$ cat config.mk
export PLATFORM = sky130hd
export DESIGN_NAME = mem_ctrl
export DESIGN_NICKNAME = d
export VERILOG_FILES = /design/src/rtl/mem_ctrl.sv
export SDC_FILE = /design/constraint.sdc
export NUM_CORES = 1
export LEC_CHECK = 0
export ABC_AREA = 1
export CORE_MARGIN = 3
export CORE_UTILIZATION = 50
export CTS_BUF_LIST = sky130_fd_sc_hd__clkbuf_4 sky130_fd_sc_hd__clkbuf_8
export CTS_CLUSTER_SIZE = 14
export DETAILED_ROUTE_END_ITERATION = 10
export DONT_BUFFER_PORTS = 1
export PLACE_DENSITY_LB_ADDON = 0.2
export SLEW_MARGIN = 20
export SYNTH_ARGS = -nofsm -noshare
export SYNTH_HDL_FRONTEND = slang
export SYNTH_SLANG_ARGS = --single-unit
$ cat constraint.sdc
create_clock -name clk_in -period 2.58 [get_ports clk_in]
set_input_delay 0.129 -clock clk_in [delete_from_list [all_inputs] [get_ports clk_in]]
set_output_delay 0.129 -clock clk_in [all_outputs]
set_load 0.1 [all_outputs]
$ cat src/rtl/mem_ctrl.sv
// mem_ctrl: arbitrates instruction-fetch and data requests onto an 8-bit RAM bus, one byte per cycle.
// Optional feature macro MEM_CTRL_IO_STALL_EN: I/O writes (base[17:16] == 2'b11) wait while io_buffer_full.
module mem_ctrl (
    input  logic        clk_in,
    input  logic        rst_in,
    input  logic        rdy_in,
    input  logic        if_req,
    input  logic [31:0] if_addr,
    output logic        if_done,
    output logic [31:0] if_data,
    input  logic        flush,
    input  logic        mem_req,
    input  logic        mem_we,
    input  logic [31:0] mem_addr,
    input  logic [1:0]  mem_len,
    input  logic [31:0] mem_wdata,
    output logic        mem_done,
    output logic [31:0] mem_rdata,
    input  logic [7:0]  ram_din,
    output logic [7:0]  ram_dout,
    output logic [31:0] ram_a,
    output logic        ram_wr,
    input  logic        io_buffer_full,
    output logic        busy
);
    typedef enum logic [1:0] {IDLE, READ, WRITE} state_t;

    state_t      state_q, state_d;
    logic [2:0]  cnt_q, cnt_d, len_q, len_d;
    logic [31:0] base_q, base_d, wdata_q, wdata_d, asm_q, asm_d;
    logic        own_mem_q, own_mem_d, ack_q, ack_d, busy_q, busy_d;
    logic [31:0] ram_a_q, ram_a_d, if_data_q, if_data_d, mem_rdata_q, mem_rdata_d;
    logic [7:0]  ram_dout_q, ram_dout_d;
    logic        ram_wr_q, ram_wr_d, if_done_q, if_done_d, mem_done_q, mem_done_d;
    logic        fin, stall;
    logic [31:0] wsh;

`ifdef MEM_CTRL_IO_STALL_EN
    // In IDLE the request address decides; afterwards the latched base does.
    assign stall = io_buffer_full &&
                   (((state_q == IDLE) ? mem_addr[17:16] : base_q[17:16]) == 2'b11);
`else
    logic unused_io;
    assign unused_io = io_buffer_full;
    assign stall     = 1'b0;
`endif

    always_comb begin
        state_d     = state_q;
        cnt_d       = cnt_q;
        len_d       = len_q;
        base_d      = base_q;
        wdata_d     = wdata_q;
        asm_d       = asm_q;
        own_mem_d   = own_mem_q;
        ack_d       = ack_q;
        busy_d      = busy_q;
        ram_a_d     = ram_a_q;
        ram_dout_d  = ram_dout_q;
        ram_wr_d    = 1'b0;
        if_done_d   = 1'b0;
        mem_done_d  = 1'b0;
        if_data_d   = if_data_q;
        mem_rdata_d = mem_rdata_q;
        fin         = 1'b0;
        wsh         = '0;
        if (rdy_in) begin
            ack_d = 1'b0;
            case (state_q)
                IDLE: begin
                    // ack_q marks the done cycle; requests are only looked at after it.
                    if (!ack_q && mem_req) begin
                        own_mem_d  = 1'b1;
                        base_d     = mem_addr;
                        wdata_d    = mem_wdata;
                        len_d      = (mem_len == 2'd0) ? 3'd1 : (mem_len == 2'd1) ? 3'd2 : 3'd4;
                        state_d    = mem_we ? WRITE : READ;
                        cnt_d      = 3'd0;
                        asm_d      = '0;
                        ram_a_d    = mem_addr;
                        ram_dout_d = mem_wdata[7:0];
                        ram_wr_d   = mem_we && !stall;
                    end else if (!ack_q && if_req && !flush) begin
                        own_mem_d = 1'b0;
                        base_d    = if_addr;
                        len_d     = 3'd4;
                        state_d   = READ;
                        cnt_d     = 3'd0;
                        asm_d     = '0;
                        ram_a_d   = if_addr;
                    end
                end
                READ: begin
                    if (flush && !own_mem_q) begin
                        state_d = IDLE;
                    end else begin
                        // ram_din carries the byte addressed one cycle earlier.
                        if (cnt_q != 3'd0)
                            asm_d = asm_q | ({24'd0, ram_din} << {cnt_q - 3'd1, 3'b000});
                        if (cnt_q == len_q) begin
                            fin     = 1'b1;
                            state_d = IDLE;
                        end else begin
                            cnt_d = cnt_q + 3'd1;
                            if (cnt_d < len_q)
                                ram_a_d = base_q + {29'd0, cnt_d};
                        end
                    end
                end
                WRITE: begin
                    // ram_wr_q low means byte cnt still has to go out (stall or rdy gap).
                    if (!ram_wr_q) begin
                        ram_wr_d = !stall;
                    end else if (cnt_q + 3'd1 == len_q) begin
                        fin     = 1'b1;
                        state_d = IDLE;
                    end else begin
                        cnt_d      = cnt_q + 3'd1;
                        wsh        = wdata_q >> {cnt_d, 3'b000};
                        ram_a_d    = base_q + {29'd0, cnt_d};
                        ram_dout_d = wsh[7:0];
                        ram_wr_d   = !stall;
                    end
                end
                default: state_d = IDLE;
            endcase
            if (fin) begin
                ack_d = 1'b1;
                if (own_mem_q) begin
                    mem_done_d = 1'b1;
                    if (state_q == READ)
                        mem_rdata_d = asm_d;
                end else begin
                    if_done_d = 1'b1;
                    if_data_d = asm_d;
                end
            end
            busy_d = (state_d != IDLE) || fin;
        end
    end

    always_ff @(posedge clk_in) begin
        if (rst_in) begin
            state_q     <= IDLE;
            cnt_q       <= '0;
            len_q       <= '0;
            base_q      <= '0;
            wdata_q     <= '0;
            asm_q       <= '0;
            own_mem_q   <= 1'b0;
            ack_q       <= 1'b0;
            busy_q      <= 1'b0;
            ram_a_q     <= '0;
            ram_dout_q  <= '0;
            ram_wr_q    <= 1'b0;
            if_done_q   <= 1'b0;
            mem_done_q  <= 1'b0;
            if_data_q   <= '0;
            mem_rdata_q <= '0;
        end else begin
            state_q     <= state_d;
            cnt_q       <= cnt_d;
            len_q       <= len_d;
            base_q      <= base_d;
            wdata_q     <= wdata_d;
            asm_q       <= asm_d;
            own_mem_q   <= own_mem_d;
            ack_q       <= ack_d;
            busy_q      <= busy_d;
            ram_a_q     <= ram_a_d;
            ram_dout_q  <= ram_dout_d;
            ram_wr_q    <= ram_wr_d;
            if_done_q   <= if_done_d;
            mem_done_q  <= mem_done_d;
            if_data_q   <= if_data_d;
            mem_rdata_q <= mem_rdata_d;
        end
    end

    assign ram_a     = ram_a_q;
    assign ram_dout  = ram_dout_q;
    assign ram_wr    = ram_wr_q;
    assign if_done   = if_done_q;
    assign mem_done  = mem_done_q;
    assign if_data   = if_data_q;
    assign mem_rdata = mem_rdata_q;
    assign busy      = busy_q;
endmodule

==> reports/metrics.csv <==
stage,metric,value,unit
status,status,"complete, no violations",
timing,slew of the pin with the lowest slew margin,1000,ps
synth,sequential share of the synthesized area,0.411,
timing,Worst Skew,22.9,ps
power,Int Pwr,5.89,mW
final_layout,sequential cell area,0.00429,sq mm
detailed_routing,TritonRoute pass-1 iters,6,
cts,H-tree levels,2,
cts,Clock transition at path regs,60,ps
synth,Cells after Synth,1557,
synth,Yosys cell types,41,
critical_path,CP endpoint kind,flip-flop,
synth,Synth top cells by count,"341 x nor2_1, 286 x nand2_1, 214 x dfxtp_1",
synth,Netlist Area Pre-Place,0.0104,sq mm
final_layout,area of the multi-input gates,0.00517,sq mm
final_layout,# diodes,0,
global_routing,GRT overflow,0,
cts,CTS tree,done,
floorplanning,Core Box Area,0.0204,sq mm
timing,Final setup violation count,0,
synth,top cells by area in the synthesized netlist,"dfxtp_1 41%, nor2_1 12%, nand2_1 10%",
floorplanning,die span in y,150,um
cts,total CTS buffers,38,
detailed_routing,1st-iter DRT viols,819,
detailed_routing,Via density,5.25,
cts,CTS max path bufs,3,
power,Clk pwr share,0.345,
power,Comb pwr share,0.249,
critical_path,Worst setup SP type,flip-flop,
timing,Worst slew margin,0.332,
global_routing,vias in the first global route,9987,
synth,asr flop ratio synth,0,
detailed_routing,final wirelength,32.0,mm
synth,Compound-Gate Fraction of Synth Area,0.172,
synth,Synth Area in Adders,0.0175,
synth,total number of yosys warnings,0,
placement,post-DP HPWL,20.7,mm
synth,cell with the most instances after synthesis,nor2_1,
placement,Place WS,63.9,ps
synth,main combinational cell family by area after synthesis,simple AND/OR/NAND/NOR gates,
synth,most common flop cell mapped by yosys,dfxtp_1,
timing,Final Cycle Share,0.953,
cts,Clock Sink Count,214,
detailed_routing,Wirelength per Cell,15.5,um
floorplanning,Top Ports,222,
timing,worst setup margin,120,ps
synth,Synth Area per Inst,6.69,sq um
global_routing,initial antenna violation count,1,
timing,RSZ-0062 raised after global routing,yes,
final_layout,nets,1896,
final_layout,fraction of layout cells with a size suffix above 1,0.129,
timing,Final Hold Fails,0,
synth,synthesis-stage register bit count,214,
floorplanning,Die ar.,0.0226,sq mm
power,Switching Share,0.341,
run,Max Cap Viol,0,
cts,worst skew pair latency,530,ps
synth,"area leader, netlist",dfxtp_1,
power,peak supply drop,0.681,mV
floorplanning,Initial Util,0.512,
detailed_routing,vias,10800,
timing,final worst path period need,2460,ps
synth,Mapped Nets,1685,
power,register share of total power,0.406,
synth,Yosys top cell area share,0.411,
global_routing,first-pass GRT wire length,50.7,mm
power,P_leak,6.29,nW
placement,placer congestion estimate,0.962,
floorplanning,row cnt,52,
final_layout,final instance area,0.0135,sq mm
critical_path,critical path class,flip-flop to flip-flop,
detailed_routing,Final ANT Viol Nets,0,
placement,IO Port Bufs,0,
power,Power Density,665,mW/mm^2
critical_path,Arrival @ worst endpoint,2840,ps
placement,Placed Area,0.0115,sq mm
synth,Post-Synth Simple-Gate Area,0.274,
timing,Pins Over Slew Limit,0,
synth,post-synthesis mux area share,0.0154,
timing,max frequency,407,MHz
final_layout,# fillers,1814,
global_routing,GR Util All Layers,0.274,
global_routing,largest net degree at the start of global routing,90,
synth,"EDFF count, synth",0,
power,net switching power,3.05,mW
floorplanning,Die X,150,um
critical_path,CP max FO,10,
synth,xor/xnor share of the synthesized area,0.0125,
critical_path,WP data required,2960,ps
final_layout,Syn-to-layout area delta,29.1,%
cts,CTS root buffer,clkbuf_8,
detailed_routing,DRC,0,
min_path,HP Class,input port to flip-flop,
## final cells by class
type,count,area share
Clock buffer,55,0.0512
Clock inverter,7,0.00326
Inverter,170,0.0478
Multi-Input combinational cell,1089,0.384
Sequential cell,214,0.319
Tap cell,270,0.0251
Timing Repair Buffer,255,0.170
## logic make-up after synthesis
family,after synthesis
AND/OR/NAND/NOR,716
AO/OA/AOI/OAI,329
buffers and inverters,254
flip-flops,214
multiplexers,16
XOR/XNOR,14
adder cells (fa/ha/maj),14
## path summary, 6_finish.rpt
path / start / end / cells past startpoint / slack, ps
min reg2reg: ram_a[6] / ram_a[6] / 2 / 470
max reg2reg: state_q[1] / ram_a[29] / 8 / 120
min: if_addr[4] / ram_a[4] / 4 / 30
max: state_q[1] / ram_a[29] / 8 / 120
## metal layers
layer  track usage  share of wire  wire [um]  vias to the layer above
met3        0.0674          0.091       2920                       68
met1         0.382           0.44      14200                     4882
met2         0.422           0.44      14200                      443
met5             0        0.00041         13                        -
met4        0.0837          0.023        725                        2
li1              -              -          -                     5427
## per-stage QoR
| stage | power [mW] | cells | utilization | TNS, ps | hold WS, ps |
|---|---|---|---|---|---|
| after floorplan | 5.20 | 1557 | - | 0 | 264 |
| after global placement | 5.64 | 1881 | 0.564 | 0 | 227 |
| after detailed placement | 5.67 | 1881 | 0.564 | 0 | 225 |
| after CTS | 8.95 | 2059 | 0.658 | 0 | 7.59 |
| after global routing | 9.34 | 2060 | 0.660 | -17.4 | 52.0 |
| final | 8.95 | 2060 | 0.660 | 0 | 32.1 |
## cell usage in the layout, fill, tap and decap left out, drive strengths merged
cell type | netlist | layout
a211oi | 18 | 18
a21boi | 1 | 1
a21oi | 86 | 86
a22oi | 8 | 8
a311oi | 9 | 9
a31oi | 1 | 1
and3 | 1 | 1
buf | 28 | 140
clkbuf | 56 | 55
clkinv | 3 | 7
clkinvlp | 0 | 3
dfxtp | 214 | 214
dlygate4sd3 | 0 | 115
fa | 1 | 1
ha | 13 | 13
inv | 167 | 167
mux2i | 16 | 16
nand2 | 288 | 288
nand3 | 52 | 52
nand3b | 2 | 2
nand4 | 7 | 7
nor2 | 342 | 342
nor3 | 23 | 23
o2111ai | 1 | 1
o211ai | 1 | 1
o21ai | 175 | 175
o22ai | 28 | 28
o31ai | 1 | 1
or2 | 1 | 1
xnor2 | 3 | 3
xor2 | 11 | 11
## timing repair
| action | 4_1_cts | 5_1_grt |
|---|---|---|
| setup endpoints to repair | 0 | 109 |
| endpoints found under the hold margin | 150 | 0 |
| buffers inserted | 0 | 1 |
| hold buffers | 116 | 0 |
| resized for setup | 0 | 14 |
## critical path, stage by stage (launching register included)
cell and delay [ps]:
dfxtp_1 450, inv_1 100, ha_2 340, inv_1 310
buf_4 260, nand3_1 110, dlygate4sd3_1 590, nand3_1 100
a21oi_1 60
## registers in the layout, indices dropped and copies added, names as in the netlist
name       cells
if_data       32
mem_rdata     32
state_q        2
if_done        1
mem_done       1
ram_dout       8
ram_a         32
len_q          3
busy           1
asm_q         32
wdata_q       32
base_q        32
cnt_q          3
own_mem_q      1
ack_q          1
ram_wr         1
## power by group through the flow
stage          sequential, mW  clock, mW  combinational, mW
2_1_floorplan            4.27          0              0.928
3_3_place_gp             3.69          0               1.95
3_5_place_dp             3.69          0               1.98
4_1_cts                  3.62       3.14               2.19
5_1_grt                  3.65       3.29               2.41
6_report                 3.63       3.09               2.23
No activity file was read; power rests on OpenSTA's default activity.
